===== config.mk =====
export PLATFORM = sky130hd
export DESIGN_NAME = trap_sequencer
export DESIGN_NICKNAME = d
export VERILOG_FILES = /design/src/rtl/trap_sequencer_pkg.sv /design/src/rtl/trap_sequencer_mstatus_update.sv /design/src/rtl/trap_sequencer.sv
export SDC_FILE = /design/constraint.sdc
export NUM_CORES = 1
export LEC_CHECK = 0
export BUFFER_PORTS_ARGS = -buffer_cell sky130_fd_sc_hd__buf_4
export CAP_MARGIN = 20
export CORE_AREA = 10 10 277 279
export CTS_CLUSTER_DIAMETER = 100
export DETAILED_ROUTE_END_ITERATION = 10
export DIE_AREA = 0 0 287 289
export GPL_TIMING_DRIVEN = 0
export PLACE_DENSITY = 0.55
export SYNTH_ARGS = -nofsm -noshare
export SYNTH_HDL_FRONTEND = slang
export SYNTH_SLANG_ARGS = --single-unit

===== constraint.sdc =====
create_clock -name clk -period 2.3 [get_ports clk]
set_input_delay 0.115 -clock clk [delete_from_list [all_inputs] [get_ports clk]]
set_output_delay 0.115 -clock clk [all_outputs]
set_load 0.02 [all_outputs]

===== src/rtl/trap_sequencer_pkg.sv =====
// Shared exception types for the write-back stage: the ExceptPack carried down the pipe,
// the trap sequencer state/kind enums, CSR addresses and mstatus bit positions.
package ExceptStruct;

  typedef struct packed {
    logic        except;
    logic [63:0] epc;
    logic [63:0] ecause;
    logic [63:0] etval;
  } ExceptPack;

  typedef enum logic [2:0] {
    IDLE,
    W_EPC,
    W_CAUSE,
    W_TVAL,
    W_STATUS,
    REDIRECT
  } TrapState;

  typedef enum logic [1:0] {
    KIND_TRAP_M,
    KIND_TRAP_S,
    KIND_MRET,
    KIND_SRET
  } TrapKind;

  localparam logic [11:0] CSR_MSTATUS = 12'h300;
  localparam logic [11:0] CSR_MEPC    = 12'h341;
  localparam logic [11:0] CSR_MCAUSE  = 12'h342;
  localparam logic [11:0] CSR_MTVAL   = 12'h343;
  localparam logic [11:0] CSR_SEPC    = 12'h141;
  localparam logic [11:0] CSR_SCAUSE  = 12'h142;
  localparam logic [11:0] CSR_STVAL   = 12'h143;

  localparam int unsigned SIE_BIT  = 1;
  localparam int unsigned MIE_BIT  = 3;
  localparam int unsigned SPIE_BIT = 5;
  localparam int unsigned MPIE_BIT = 7;
  localparam int unsigned SPP_BIT  = 8;
  localparam int unsigned MPP_LO   = 11;
  localparam int unsigned MPP_HI   = 12;

endpackage


===== src/rtl/trap_sequencer_mstatus_update.sv =====
// Combinational next-mstatus / next-privilege for trap entry (M or S) and mret/sret,
// computed from the mstatus snapshot taken when the event was accepted.
module mstatus_update
  import ExceptStruct::*;
(
  input  logic [63:0] mstatus_snap,
  input  logic [1:0]  priv,
  input  TrapKind     kind,
  output logic [63:0] mstatus_next,
  output logic [1:0]  priv_next
);

  always_comb begin
    mstatus_next = mstatus_snap;
    priv_next    = 2'd3;
    case (kind)
      KIND_TRAP_M: begin
        mstatus_next[MPIE_BIT]      = mstatus_snap[MIE_BIT];
        mstatus_next[MIE_BIT]       = 1'b0;
        mstatus_next[MPP_HI:MPP_LO] = priv;
        priv_next                   = 2'd3;
      end
      KIND_TRAP_S: begin
        mstatus_next[SPIE_BIT] = mstatus_snap[SIE_BIT];
        mstatus_next[SIE_BIT]  = 1'b0;
        mstatus_next[SPP_BIT]  = priv[0];
        priv_next              = 2'd1;
      end
      KIND_MRET: begin
        mstatus_next[MIE_BIT]       = mstatus_snap[MPIE_BIT];
        mstatus_next[MPIE_BIT]      = 1'b1;
        mstatus_next[MPP_HI:MPP_LO] = 2'b00;
        priv_next                   = mstatus_snap[MPP_HI:MPP_LO];
      end
      default: begin
        mstatus_next[SIE_BIT]  = mstatus_snap[SPIE_BIT];
        mstatus_next[SPIE_BIT] = 1'b1;
        mstatus_next[SPP_BIT]  = 1'b0;
        priv_next              = {1'b0, mstatus_snap[SPP_BIT]};
      end
    endcase
  end

endmodule


===== src/rtl/trap_sequencer.sv =====
// Write-back trap controller: sequences xepc/xcause/xtval/mstatus writes over the single
// CSR port, stalls the pipe while busy, then issues a one-cycle flush + redirect + priv change.
module trap_sequencer
  import ExceptStruct::*;
#(
  parameter bit MTVEC_ONLY = 1'b0
) (
  input  logic        clk,
  input  logic        rst,
  input  logic        valid_wb,
  input  ExceptPack   except_wb,
  input  logic        is_mret_wb,
  input  logic        is_sret_wb,
  input  logic [1:0]  priv,
  input  logic [63:0] mstatus_i,
  input  logic [63:0] medeleg_i,
  input  logic [63:0] mtvec_i,
  input  logic [63:0] stvec_i,
  input  logic [63:0] mepc_i,
  input  logic [63:0] sepc_i,
  output logic        csr_we,
  output logic [11:0] csr_waddr,
  output logic [63:0] csr_wdata,
  input  logic        csr_ready,
  output logic        stall_o,
  output logic        flush_o,
  output logic        redirect_valid,
  output logic [63:0] redirect_pc,
  output logic        priv_we,
  output logic [1:0]  priv_next
);

  TrapState    state_q, state_d;
  ExceptPack   exc_q;
  logic [1:0]  priv_q;
  logic [63:0] mstatus_q;
  logic [63:0] target_q;
  TrapKind     kind_q;

  logic        take_trap, take_xret, to_s;
  TrapKind     kind_d;
  logic [63:0] target_d;
  logic [63:0] mstatus_next;
  logic [1:0]  priv_next_w;
  logic        s_mode;

  // Event detection and capture values; exceptions outrank a retiring xret.
  always_comb begin
    take_trap = valid_wb & except_wb.except;
    take_xret = valid_wb & (is_mret_wb | is_sret_wb) & ~except_wb.except;
    to_s      = !MTVEC_ONLY && (priv != 2'd3) && !except_wb.ecause[63]
                && medeleg_i[except_wb.ecause[5:0]];
    kind_d    = KIND_TRAP_M;
    target_d  = mtvec_i & ~64'h3;
    if (take_trap) begin
      if (to_s) begin
        kind_d   = KIND_TRAP_S;
        target_d = stvec_i & ~64'h3;
      end
    end else if (is_mret_wb) begin
      kind_d   = KIND_MRET;
      target_d = mepc_i;
    end else begin
      kind_d   = KIND_SRET;
      target_d = sepc_i;
    end
  end

  always_ff @(posedge clk) begin
    if (rst) begin
      state_q   <= IDLE;
      exc_q     <= '0;
      priv_q    <= 2'd0;
      mstatus_q <= '0;
      target_q  <= '0;
      kind_q    <= KIND_TRAP_M;
    end else begin
      state_q <= state_d;
      if (state_q == IDLE && (take_trap || take_xret)) begin
        exc_q     <= except_wb;
        priv_q    <= priv;
        mstatus_q <= mstatus_i;
        target_q  <= target_d;
        kind_q    <= kind_d;
      end
    end
  end

  mstatus_update u_mstatus_update (
    .mstatus_snap (mstatus_q),
    .priv         (priv_q),
    .kind         (kind_q),
    .mstatus_next (mstatus_next),
    .priv_next    (priv_next_w)
  );

  assign s_mode = (kind_q == KIND_TRAP_S);

  // Each write state holds its request stable until the CSR file accepts it.
  always_comb begin
    state_d        = state_q;
    csr_we         = 1'b0;
    csr_waddr      = '0;
    csr_wdata      = '0;
    flush_o        = 1'b0;
    redirect_valid = 1'b0;
    redirect_pc    = '0;
    priv_we        = 1'b0;
    priv_next      = 2'd0;
    stall_o        = (state_q != IDLE);
    case (state_q)
      IDLE: begin
        if (take_trap)      state_d = W_EPC;
        else if (take_xret) state_d = W_STATUS;
      end
      W_EPC: begin
        csr_we    = 1'b1;
        csr_waddr = s_mode ? CSR_SEPC : CSR_MEPC;
        csr_wdata = exc_q.epc;
        if (csr_ready) state_d = W_CAUSE;
      end
      W_CAUSE: begin
        csr_we    = 1'b1;
        csr_waddr = s_mode ? CSR_SCAUSE : CSR_MCAUSE;
        csr_wdata = exc_q.ecause;
        if (csr_ready) state_d = W_TVAL;
      end
      W_TVAL: begin
        csr_we    = 1'b1;
        csr_waddr = s_mode ? CSR_STVAL : CSR_MTVAL;
        csr_wdata = exc_q.etval;
        if (csr_ready) state_d = W_STATUS;
      end
      W_STATUS: begin
        csr_we    = 1'b1;
        csr_waddr = CSR_MSTATUS;
        csr_wdata = mstatus_next;
        if (csr_ready) state_d = REDIRECT;
      end
      REDIRECT: begin
        flush_o        = 1'b1;
        redirect_valid = 1'b1;
        redirect_pc    = target_q;
        priv_we        = 1'b1;
        priv_next      = priv_next_w;
        state_d        = IDLE;
      end
      default: state_d = IDLE;
    endcase
  end

endmodule

* Word level (Yosys, flattened, before mapping) *
Index checks and enable logic that the tools add are counted.

cells by class
  reductions and logical operators = 11
  order comparisons = 1
  bitwise gates (word level) = 5
  equal/unequal tests = 13
  muxes and demuxes = 31

operators by type and width
  operator              number
  $mux W64              4
  $pmux W64 S4          1
  $pmux W10 S4          1
  $mux W10              3
  $mux W3               6
  $pmux W3 S5           1
  $ne A2 B2 Y1 const B  5
  $pmux W1 S2           5
  $lt A6 B7 Y1 const B  1
  $bmux W1 S6           1
  $eq A3 B2 Y1 const B  2
  $eq A3 B3 Y1 const B  2
  $pmux W2 S3           1
  $mux W1               5
  $reduce_and A5 Y1     1
  $mux W2               2
  $pmux W2 S2           1
  $reduce_or A4 Y1      1
  $and A1 B1 Y1         3
  $eq A3 B1 Y1 const B  1
  $logic_and A1 B1 Y1   3
  $logic_not A3 Y1      1
  $ne A3 B3 Y1 const B  1
  $reduce_bool A3 Y1    1
  other kinds (8)       8

storage, ports and cells
  flip-flop bits (word level) = 327
  output and inout port bits = 147
  input bits = 585

* Longest topological paths before layout *
Gate-level depths: netlist (run 1).

  word-level depth = 6
  gate-level depth with buffers = 10
  mapped depth without buffers = 6

* Cells and area by module *
A second synthesis (run 1) with hierarchy kept.

second synthesis, totals
  cell total of the unflattened synthesis = 2230
  area, all modules = 16896.2 um2

modules (own cells, without submodules)
  module          area an instance (um2)  times used  cells an instance
  trap_sequencer  16254.3                 1           2147
  mstatus_update  641.9                   1           83

* Least setup slack after synthesis (run 1) *
No wires, ideal clock.

  path type = reg-to-output
  start = reg state_q[1]
  end = out csr_wdata[0]
  arrival time = 1.984 ns
  required time = 2.185 ns
  path slack = 0.201 ns
  stages on the path, launching flop included = 8
  cell sequence = dfxtp_1 > clkbuf_1 > nor2b_1 > and2_1 > clkbuf_1 > clkbuf_1 > a22oi_1 > nand2_1

between the ends
  word-level cells in the longest chain between the ends = 2
  elaborated cells on any way between the ends = 5
  those cells by class = 4 x eq/ne; 1 x mux

RTL lines
  item                                        line                   RTL
  from (decl)                                 trap_sequencer.sv:33   TrapState state_q, state_d;
  from (signal assigned)                      trap_sequencer.sv:78   state_q <= state_d;
  $eq A3 B3 Y1, or another cell as far along  trap_sequencer.sv:111  case (state_q)
  $pmux W64 S4 *                              trap_sequencer.sv:111
  to (decl)                                   trap_sequencer.sv:23   output logic [63:0] csr_wdata,

Mark *: on every way between the ends. The rest lies on a longest branch, timed or not.

* Worst setup path in the final report (run 1) *
  start = reg state_q[1]
  end = out csr_wdata[40]

Same word-level chain as after synthesis.

==> results.sh, run 1 <==
export IMPL_outcome="finished clean"
export IMPL_synthArstFlopShare_pct=0
export IMPL_synth_edf_count=0
export IMPL_fin_tns_setup_ps=0
export IMPL_seqPwrFrac_pct=35.6
export IMPL_synth_top_area_share_pct=39.24
export IMPL_clkSinkCount=327
export IMPL_die_w_um=287
export IMPL_ys_ff_latch=327
export IMPL_finalMaxSlewViolations=0
export IMPL_crit_path_end_kind="primary output"
export IMPL_hold_viol_final=0
export IMPL_final_antenna_net_count=0
export IMPL_cts_root_buf="clkbuf_16"
export IMPL_path_clk_slew_ps=60
export IMPL_synthToLayoutAreaGrowth_pct=77.10
export IMPL_setup_viol=0
export IMPL_maxCapViolCount=0
export IMPL_tightestPinTransition_ps=1126
export IMPL_max_freq_mhz=445.3
export IMPL_swShare_pct=32.02
export IMPL_route_detailed_drc=0
export IMPL_min_period_ps=2246
export IMPL_die_height_um=289
export IMPL_fin_crit_sh_pct=97.63
export IMPL_max_vdd_ir_drop_mv=0.4629
export IMPL_gr_total_overflow=0
export IMPL_start_kind="flop"
export IMPL_rsz0062_at_grt="true"
export IMPL_hpwl_um=82560
export IMPL_placed_cell_area_mm2=0.02334
export IMPL_worstPathArrival_ps=2130
export IMPL_final_common_cell="buf_4"
export IMPL_syn_area_mm2=0.01668
export IMPL_pre_cts_slack_ps=-1103
export IMPL_finalCoreUtilization_pct=41.55
export IMPL_combPwrFrac_pct=26.4
export IMPL_syn_avg_cell_area_um2=7.870
export IMPL_synthFlopType="dfxtp_1"
export IMPL_viasPerCell=4.892
export IMPL_antenna_found_initial=23
export IMPL_hold_class="in -> reg"
export IMPL_synth_cell_types=42
export IMPL_drt_initial_drc_count=1346
export IMPL_dieArea_mm2=0.08294
export IMPL_synth_cells=2120
export IMPL_synth_area_leaders="dfxtp_1 (39%), nand2_1 (15%), a21oi_1 (10%)"
export IMPL_path_max_fanout=10
export IMPL_cts_max_path_buffers=3
export IMPL_power_frac_clock_pct=37.9
export IMPL_setup_ws_ps=54.47
export IMPL_yosysWarningCount=0
export IMPL_switching_power_mw=5.827
export IMPL_grt_max_degree=14
export IMPL_yosys_area_top_type="dfxtp_1"
export IMPL_final_area_mm2=0.02955
export IMPL_vias=20975
export IMPL_cts_tree="built"
export IMPL_drive_gt1_share_pct=31.97
export IMPL_port_buffers=717
export IMPL_p_leak_nw=12.59
export IMPL_grt_use_total_pct=24.22
export IMPL_core_area_mm2=0.07112
export IMPL_grt_pass1_wl_um=149200
export IMPL_final_nets=3876
export IMPL_powerDensity_mw_per_mm2=615.9
export IMPL_htree_levels=2
export IMPL_filler_cell_count=7202
export IMPL_rows=98
export IMPL_path_class="reg -> out"
export IMPL_firstDrtPassIters=5
export IMPL_skew_ps=18.40
export IMPL_cts_buffers=41
export IMPL_p_int_mw=12.37
export IMPL_worstPathRequired_ps=2180
export IMPL_finalWirelength_um=106200
export IMPL_slew_headroom_pct=24.64
export IMPL_yosysSeqAreaShare_pct=39.24
export IMPL_mostFrequentLayoutCells="buf_4 (732), nand2_1 (642), dlygate4sd3_1 (392)"
export IMPL_grt_pass1_vias=21616
export IMPL_insertion_delay_ps=600
export IMPL_wire_per_inst_um=24.76
export IMPL_floorplan_initialDensity_pct=23.46
export IMPL_gp_congestion=0.9130
export IMPL_ios=732
## registers in the layout (all words and copies together), names as in the netlist
name,cells
priv_q,2
state_q,3
mstatus_q,64
kind_q,2
target_q,64
exc_q,192
## layer usage
layer	vias up	part of all wire (%)	global-route usage, %
met2	888	50	43.15
met3	177	8.1	6.472
li1	9875	-	-
met4	24	2.7	6.506
met5	-	0.17	0
met1	10011	39	28.25
## kinds of logic (layout without fill, tap and decap cells)
group / count (synthesis) / after routing / share of synthesized area [%]
and+or+nand+nor: 879 / 879 / 22.70
AOI/OAI and AO/OA: 597 / 597 / 24.63
DFF: 327 / 327 / 39.24
buffers and inverters: 220 / 1416 / 6.329
muxes: 94 / 94 / 6.982
xor gates and xnor gates: 2 / 2 / 0.1050
other: 1 / 23 / 0.02248
## Yosys cell counts (2+ instances only)
library cell,n
dfxtp_1,327
mux2i_1,71
mux4_2,12
o21ai_0,6
nand2_1,645
and2_1,5
and3_1,67
nor2_1,12
o22ai_1,7
nand4_1,62
nor2b_1,4
buf_2,22
buf_1,21
nor3b_1,4
or3_1,3
mux2_2,7
o221ai_1,3
inv_1,5
a21oi_1,332
a22oi_1,123
buf_6,2
nand2b_1,3
o221ai_2,59
mux4_1,4
nor3_1,68
clkbuf_1,150
nand3_1,2
buf_4,11
buf_12,9
o21a_1,62
## final cells by class
type | instances | area [µm²] | share of cell area (%)
Clock buffer | 54 | 1145 | 3.875
Tap cell | 950 | 1189 | 4.023
Inverter | 5 | 18.77 | 0.06352
Timing Repair Buffer | 1123 | 9502 | 32.16
Buffer | 214 | 1491 | 5.047
Clock inverter | 20 | 271.5 | 0.9189
Multi-Input combinational cell | 1579 | 9334 | 31.59
Antenna cell | 16 | 40.04 | 0.1355
Sequential cell | 327 | 6558 | 22.19
## stage by stage
| stage | total power, mW | hold slack, ps | instances |
|---|---|---|---|
| 3_3_place_gp | 10.54 | 358.5 | 3793 |
| 3_5_place_dp | 10.59 | 366.2 | 3797 |
| 4_1_cts | 18.27 | 1.048 | 4268 |
| 5_1_grt | 18.91 | 51.51 | 4280 |
| 6_report | 18.20 | 35.79 | 4288 |
| 2_1_floorplan | 8.495 | 210.6 | 2126 |
## critical path, stage by stage (launching register included)
cell	delay (ps)
dfxtp_4	390
nor2_4	200
and2_4	210
clkbuf_8	200
clkbuf_16	210
a22oi_2	90
nand2_1	100
buf_4	150
## power by group through the flow
stage	registers [mW]	logic, mW	clock network [mW]
floorplan	6.48	2.02	0
global placement	6.57	3.97	0
detailed placement	6.58	4.01	0
CTS	6.47	4.78	7.03
global route	6.54	5.16	7.21
finish	6.49	4.81	6.90
## worst paths after layout
check	from	to	slack, ps	cells past startpoint
max reg2reg	state_q[1]	exc_q[53]	60	8
max	state_q[1]	csr_wdata[40]	50	7
min	sepc_i[60]	target_q[60]	40	5
min reg2reg	exc_q[71]	exc_q[71]	450	2
## what timing repair did
| item | CTS | global route |
|---|---|---|
| gates resized for setup | 184 | 73 |
| endpoints found under the setup margin | 457 | 203 |
| pin swaps | 5 | 7 |
| hold buffers | 392 | 0 |
| buffers inserted | 6 | 4 |
| endpoints found under the hold margin | 324 | 0 |
No activity file was read; power rests on OpenSTA's default activity.
==> inputs of run 2 (changes only) <==
--- a/config.mk
+++ b/config.mk
@@ -12,7 +12,6 @@
 export DETAILED_ROUTE_END_ITERATION = 10
 export DIE_AREA = 0 0 287 289
 export GPL_TIMING_DRIVEN = 0
-export PLACE_DENSITY = 0.55
 export SYNTH_ARGS = -nofsm -noshare
 export SYNTH_HDL_FRONTEND = slang
 export SYNTH_SLANG_ARGS = --single-unit
==> run 2 against run 1 <==
Via count up 2.0%. First-iteration DRC count rose by 34%. Clock skew up 6.0 ps. Combinational power increased by 0.8%. Global-route usage up 0.46 points. Setup slack worse by 34 ps. Cell count about the same. Worst hold slack improved by 3.0 ps. Clock power grew 3.9%. Sequential power hardly changed. Largest cell class unchanged.
==> results.sh, run 2 (synthesized netlist as in run 1, its figures left out) <==
export IMPL_outcome="finished clean"
export IMPL_hold_viol_final=0
export IMPL_fin_crit_sh_pct=99.10
export IMPL_grt_pass1_vias=22124
export IMPL_port_buffers=717
export IMPL_viasPerCell=4.986
export IMPL_skew_ps=24.37
export IMPL_p_int_mw=12.61
export IMPL_power_frac_clock_pct=38.7
export IMPL_path_clk_slew_ps=60
export IMPL_max_vdd_ir_drop_mv=0.4388
export IMPL_cts_buffers=42
export IMPL_insertion_delay_ps=570
export IMPL_ios=732
export IMPL_synthToLayoutAreaGrowth_pct=76.54
export IMPL_final_area_mm2=0.02945
export IMPL_tightestPinTransition_ps=1143
export IMPL_htree_levels=2
export IMPL_start_kind="flop"
export IMPL_path_max_fanout=8
export IMPL_die_height_um=289
export IMPL_cp_common_cell="buf_8"
export IMPL_cp_top_family="buffers and inverters"
export IMPL_gr_total_overflow=0
export IMPL_core_area_mm2=0.07112
export IMPL_dieArea_mm2=0.08294
export IMPL_r2r_start="state_q[1]"
export IMPL_min_path_cells=5
export IMPL_grt_pass1_wl_um=152400
export IMPL_gp_congestion=0.9599
export IMPL_placed_cell_area_mm2=0.02331
export IMPL_hold_class="in -> reg"
export IMPL_cts_root_buf="clkbuf_16"
export IMPL_final_nets=3863
export IMPL_worstPathRequired_ps=2180
export IMPL_crit_chain="buf_8, nor3_4, buf_8, clkbuf_16, a22oi_1, nand2_1, buf_6"
export IMPL_switching_power_mw=5.893
export IMPL_maxCapViolCount=0
export IMPL_cts_max_path_buffers=3
export IMPL_slowest_stage="dfxtp_2"
export IMPL_min_period_ps=2279
export IMPL_seqPwrFrac_pct=35.0
export IMPL_rr_worst_depth=8
export IMPL_finalCoreUtilization_pct=41.42
export IMPL_cp_num_buf_inv=4
export IMPL_combPwrFrac_pct=26.2
export IMPL_clkSinkCount=327
export IMPL_max_freq_mhz=438.7
export IMPL_drt_initial_drc_count=1809
export IMPL_antenna_found_initial=32
export IMPL_slew_headroom_pct=23.79
export IMPL_final_common_cell="buf_4"
export IMPL_cts_tree="built"
export IMPL_rsz0062_at_grt="true"
export IMPL_hpwl_um=83060
export IMPL_r2r_setup_slack_ps=40
export IMPL_final_antenna_net_count=0
export IMPL_die_w_um=287
export IMPL_dpl_cell_count=3795
export IMPL_grt_use_total_pct=24.68
export IMPL_mostFrequentLayoutCells="buf_4 (722), nand2_1 (639), dlygate4sd3_1 (381)"
export IMPL_crit_path_end_kind="primary output"
export IMPL_drive_gt1_share_pct=32.04
export IMPL_min_to="target_q[61]"
export IMPL_swShare_pct=31.84
export IMPL_route_detailed_drc=0
export IMPL_firstDrtPassIters=6
export IMPL_path_class="reg -> out"
export IMPL_grt_max_degree=14
export IMPL_finalWirelength_um=109300
export IMPL_setup_viol=0
export IMPL_floorplan_initialDensity_pct=23.46
export IMPL_reg2reg_to="exc_q[64]"
export IMPL_largest_register_ffs=192
export IMPL_vias=21385
export IMPL_critPathMaxStageDelay_ps=350
export IMPL_powerDensity_mw_per_mm2=628.3
export IMPL_final_cells=4289
export IMPL_total_power_mw=18.51
export IMPL_regMostFlops="exc_q"
export IMPL_worstPathArrival_ps=2160
export IMPL_hold_start="mepc_i[61]"
export IMPL_p_leak_nw=12.55
export IMPL_top_regs="exc_q x192, mstatus_q x64, target_q x64"
export IMPL_wire_per_inst_um=25.48
export IMPL_finalMaxSlewViolations=0
export IMPL_rows=98
==> run 2: worst max-delay path by stage <==
stage | start | cells past startpoint | to | slack (ps)
2_1_floorplan | state_q[1] | 7 | csr_wdata[0] | 200
3_3_place_gp | state_q[1] | 8 | exc_q[0] | -1370
3_5_place_dp | state_q[2] | 7 | csr_wdata[52] | -990
4_1_cts | state_q[1] | 7 | csr_wdata[61] | -20
5_1_grt | state_q[2] | 7 | csr_wdata[37] | -40
6_report | state_q[2] | 7 | csr_wdata[55] | 20
==> run 2: area by class of cell <==
type	instances	area [µm²]
fillers	7200	41660
repair buffers	1109	9365
multi-input cells	1579	9293
flip-flops and latches	327	6553
plain buffers	214	1475
well taps	950	1189
clock buffers	55	1160
clock inverters	23	334.1
diodes	27	67.56
inverters	5	18.77
==> run 2: routing by layer <==
metal,wire length (µm),part of all wire (%),GRT usage [%]
met2,53220,49,42.51
met4,4547,4.2,9.308
met1,41970,38,29.19
met3,9451,8.6,6.245
met5,86,0.079,0
==> run 2: timing repair <==
| item | CTS | global route |
|---|---|---|
| hold buffers | 381 | 0 |
| pin swaps | 4 | 9 |
| gates resized for setup | 173 | 96 |
| setup buffers | 6 | 0 |
| endpoints found under the hold margin | 324 | 0 |
| endpoints found under the setup margin | 460 | 261 |
| cloned | 0 | 3 |
==> run 2: stage by stage <==
stage	setup WS [ps]	TNS (ps)	hold slack, ps
floorplan	201.0	0	210.6
global placement	-1369	-272900	357.6
detailed placement	-993.4	-218610	364.5
CTS	-21.19	-86.23	2.368
global route	-38.39	-233.4	40.97
finish	20.76	0	38.75
==> run 2: worst min-delay path: stages <==
cell	delay, ps
buf_4	80
mux2i_1	50
nor3_1	130
a21oi_1	70
o221ai_2	140
==> run 2: power by group through the flow <==
| stage | Combinational, mW | Clock (mW) | Sequential [mW] |
|---|---|---|---|
| floorplan | 2.02 | 0 | 6.48 |
| global placement | 3.99 | 0 | 6.57 |
| detailed placement | 4.01 | 0 | 6.58 |
| CTS | 4.75 | 7.30 | 6.46 |
| global route | 5.17 | 7.49 | 6.53 |
| finish | 4.85 | 7.17 | 6.48 |
==> inputs of run 3 (changes only) <==
--- a/config.mk
+++ b/config.mk
@@ -5,13 +5,15 @@
 export SDC_FILE = /design/constraint.sdc
 export NUM_CORES = 1
 export LEC_CHECK = 0
+export ABC_AREA = 1
 export BUFFER_PORTS_ARGS = -buffer_cell sky130_fd_sc_hd__buf_4
 export CAP_MARGIN = 20
-export CORE_AREA = 10 10 277 279
+export CORE_AREA = 10 10 273 275
 export CTS_CLUSTER_DIAMETER = 100
 export DETAILED_ROUTE_END_ITERATION = 10
-export DIE_AREA = 0 0 287 289
+export DIE_AREA = 0 0 283 285
 export GPL_TIMING_DRIVEN = 0
+export MAX_ROUTING_LAYER = met4
 export SYNTH_ARGS = -nofsm -noshare
 export SYNTH_HDL_FRONTEND = slang
 export SYNTH_SLANG_ARGS = --single-unit
==> constraint.sdc (replaced) <==
create_clock -name clk -period 2.9 [get_ports clk]
set_input_delay 0.145 -clock clk [delete_from_list [all_inputs] [get_ports clk]]
set_output_delay 0.145 -clock clk [all_outputs]
set_load 0.02 [all_outputs]
==> run 3 against run 2 <==
Core utilization increased by 0.92 points. Final area is 0.39% lower. Area after synthesis shrank 1.3%. Clock power down 18%. Critical path depth up 1. Clock skew down 14 ps. Largest cell class unchanged. Total power increased by 12%.
==> results.sh, run 3 <==
export IMPL_outcome="finished clean"
export IMPL_start_kind="flop"
export IMPL_crit_path_end_kind="primary output"
export IMPL_finalCoreUtilization_pct=42.34
export IMPL_final_area_mm2=0.02934
export IMPL_final_antenna_net_count=0
export IMPL_hpwl_um=86210
export IMPL_hold_viol_final=0
export IMPL_port_buffers=717
export IMPL_synth_edf_count=0
export IMPL_synth_top_area_share_pct=39.77
export IMPL_rsz0062_at_grt="false"
export IMPL_final_cells=4820
export IMPL_cts_max_path_buffers=3
export IMPL_ys_ff_latch=327
export IMPL_grt_pass1_wl_um=156800
export IMPL_vias=22608
export IMPL_dpl_cell_count=4253
export IMPL_drt_initial_drc_count=1816
export IMPL_slew_headroom_pct=25.60
export IMPL_viasPerCell=4.690
export IMPL_yosys_area_top_type="dfxtp_1"
export IMPL_min_period_ps=2847
export IMPL_synthArstFlopShare_pct=0
export IMPL_syn_avg_cell_area_um2=6.365
export IMPL_dieArea_mm2=0.08066
export IMPL_cts_buffers=41
export IMPL_ios=732
export IMPL_htree_levels=2
export IMPL_clkSinkCount=327
export IMPL_wire_per_inst_um=23.04
export IMPL_route_detailed_drc=0
export IMPL_grtUsageMet3_pct=5.528
export IMPL_path_max_fanout=10
export IMPL_setup_viol=0
export IMPL_gr_total_overflow=0
export IMPL_max_freq_mhz=351.2
export IMPL_finalMaxSlewViolations=0
export IMPL_path_clk_slew_ps=60
export IMPL_antenna_found_initial=54
export IMPL_grt_use_total_pct=26.90
export IMPL_gr_usage_met2_pct=46.24
export IMPL_finalWirelength_um=111100
export IMPL_core_area_mm2=0.06930
export IMPL_fin_crit_sh_pct=98.18
export IMPL_synthToLayoutAreaGrowth_pct=78.25
export IMPL_powerDensity_mw_per_mm2=708.7
export IMPL_mostFrequentLayoutCells="buf_4 (734), nor2_1 (630), dlygate4sd3_1 (445)"
export IMPL_maxCapViolCount=0
export IMPL_drive_gt1_share_pct=22.85
export IMPL_synth_cells=2586
export IMPL_synthFlopType="dfxtp_1"
export IMPL_syn_area_mm2=0.01646
export IMPL_yosysSeqAreaShare_pct=39.77
export IMPL_top_regs="exc_q x192, mstatus_q x64, target_q x64"
export IMPL_placed_cell_area_mm2=0.02311
export IMPL_final_nets=4386
export IMPL_skew_ps=10.73
export IMPL_die_w_um=283
export IMPL_synth_cell_types=30
export IMPL_grt_max_degree=13
export IMPL_busiest_layer="met2"
export IMPL_floorplan_initialDensity_pct=23.75
export IMPL_regMostFlops="exc_q"
export IMPL_worstPathArrival_ps=2700
export IMPL_yosysMostFrequentCell="nor2_1"
export IMPL_cts_tree="built"
export IMPL_hold_class="in -> reg"
export IMPL_worstPathRequired_ps=2760
export IMPL_path_class="reg -> out"
export IMPL_rows=97
export IMPL_grt_pass1_vias=22848
export IMPL_tightestPinTransition_ps=1116
export IMPL_r2r_setup_slack_ps=190
export IMPL_insertion_delay_ps=590
export IMPL_met1_usage_pct=30.58
export IMPL_p_leak_nw=13.40
export IMPL_final_common_cell="buf_4"
export IMPL_max_vdd_ir_drop_mv=0.4428
export IMPL_fin_tns_setup_ps=0
export IMPL_yosysWarningCount=0
export IMPL_cts_root_buf="clkbuf_16"
export IMPL_gp_congestion=0.9992
export IMPL_synth_area_leaders="dfxtp_1 (40%), nor2_1 (14%), o21ai_0 (11%)"
export IMPL_firstDrtPassIters=7
export IMPL_synthTopCellsByCount="nor2_1 (633), o21ai_0 (355), nand2_1 (344)"
export IMPL_largest_register_ffs=192
export IMPL_die_height_um=285
export IMPL_total_power_mw=20.79
## run 3: report_power, final
| part | leakage (nW) | switching [mW] | total (mW) | internal [mW] |
|---|---|---|---|---|
| Clock | 0.758 | 2.26 | 5.87 | 3.61 |
| Sequential | 2.70 | 0.676 | 6.61 | 5.93 |
| Combinational | 9.94 | 5.44 | 8.31 | 2.87 |
| Total | 13.4 | 8.38 | 20.8 | 12.4 |
## run 3: logic make-up after synthesis
logic type             synth area share, %
flip-flops                           39.77
AO/OA/AOI/OAI                        20.16
AND/OR/NAND/NOR                      28.12
buffers and inverters                11.93
other                              0.02278
## run 3: final timing paths
check,cells past startpoint,from,endpoint
hold reg to reg,2,exc_q[154],exc_q[154]
hold / removal,5,sepc_i[49],target_q[49]
setup reg to reg,10,state_q[0],exc_q[186]
setup / recovery,8,state_q[0],redirect_pc[55]
## run 3: per-stage QoR
step,hold slack [ps],worst slack [ps]
2_1_floorplan,214.1,772.2
3_3_place_gp,367.8,-596.6
3_5_place_dp,371.1,-657.1
4_1_cts,0.2824,-9.192
5_1_grt,28.36,10.54
6_report,22.67,52.65
## run 3: repair_timing
action / in CTS / in global routing
hold endpoints to repair: 324 / 0
buffers inserted: 0 / 1
hold buffers: 445 / 0
setup endpoints to repair: 129 / 51
resized for setup: 48 / 11
## run 3: layer usage
metal	vias to the layer above	part of all wire [%]	wire length (µm)
met2	1076	50	55070
met4	0	2.9	3223
li1	10790	-	-
met5	-	0	0
met3	167	7.8	8671
met1	10575	40	44090
## run 3: final cells by class
| cell class | count | area [µm²] |
|---|---|---|
| Antenna cell | 47 | 117.6 |
| Buffer | 206 | 992.2 |
| Clock buffer | 59 | 1234 |
| Clock inverter | 16 | 312.8 |
| Fill cell | 7176 | 39960 |
| Inverter | 275 | 1039 |
| Multi-Input combinational cell | 1783 | 8000 |
| Sequential cell | 327 | 6546 |
| Tap cell | 940 | 1176 |
| Timing Repair Buffer | 1167 | 9922 |
## run 3: critical path, stage by stage, from the launching register on
cell,delay (ps)
dfxtp_1,430
inv_1,110
nor3_1,260
buf_4,240
inv_1,80
clkbuf_2,270
buf_2,290
nor2_2,240
buf_4,200
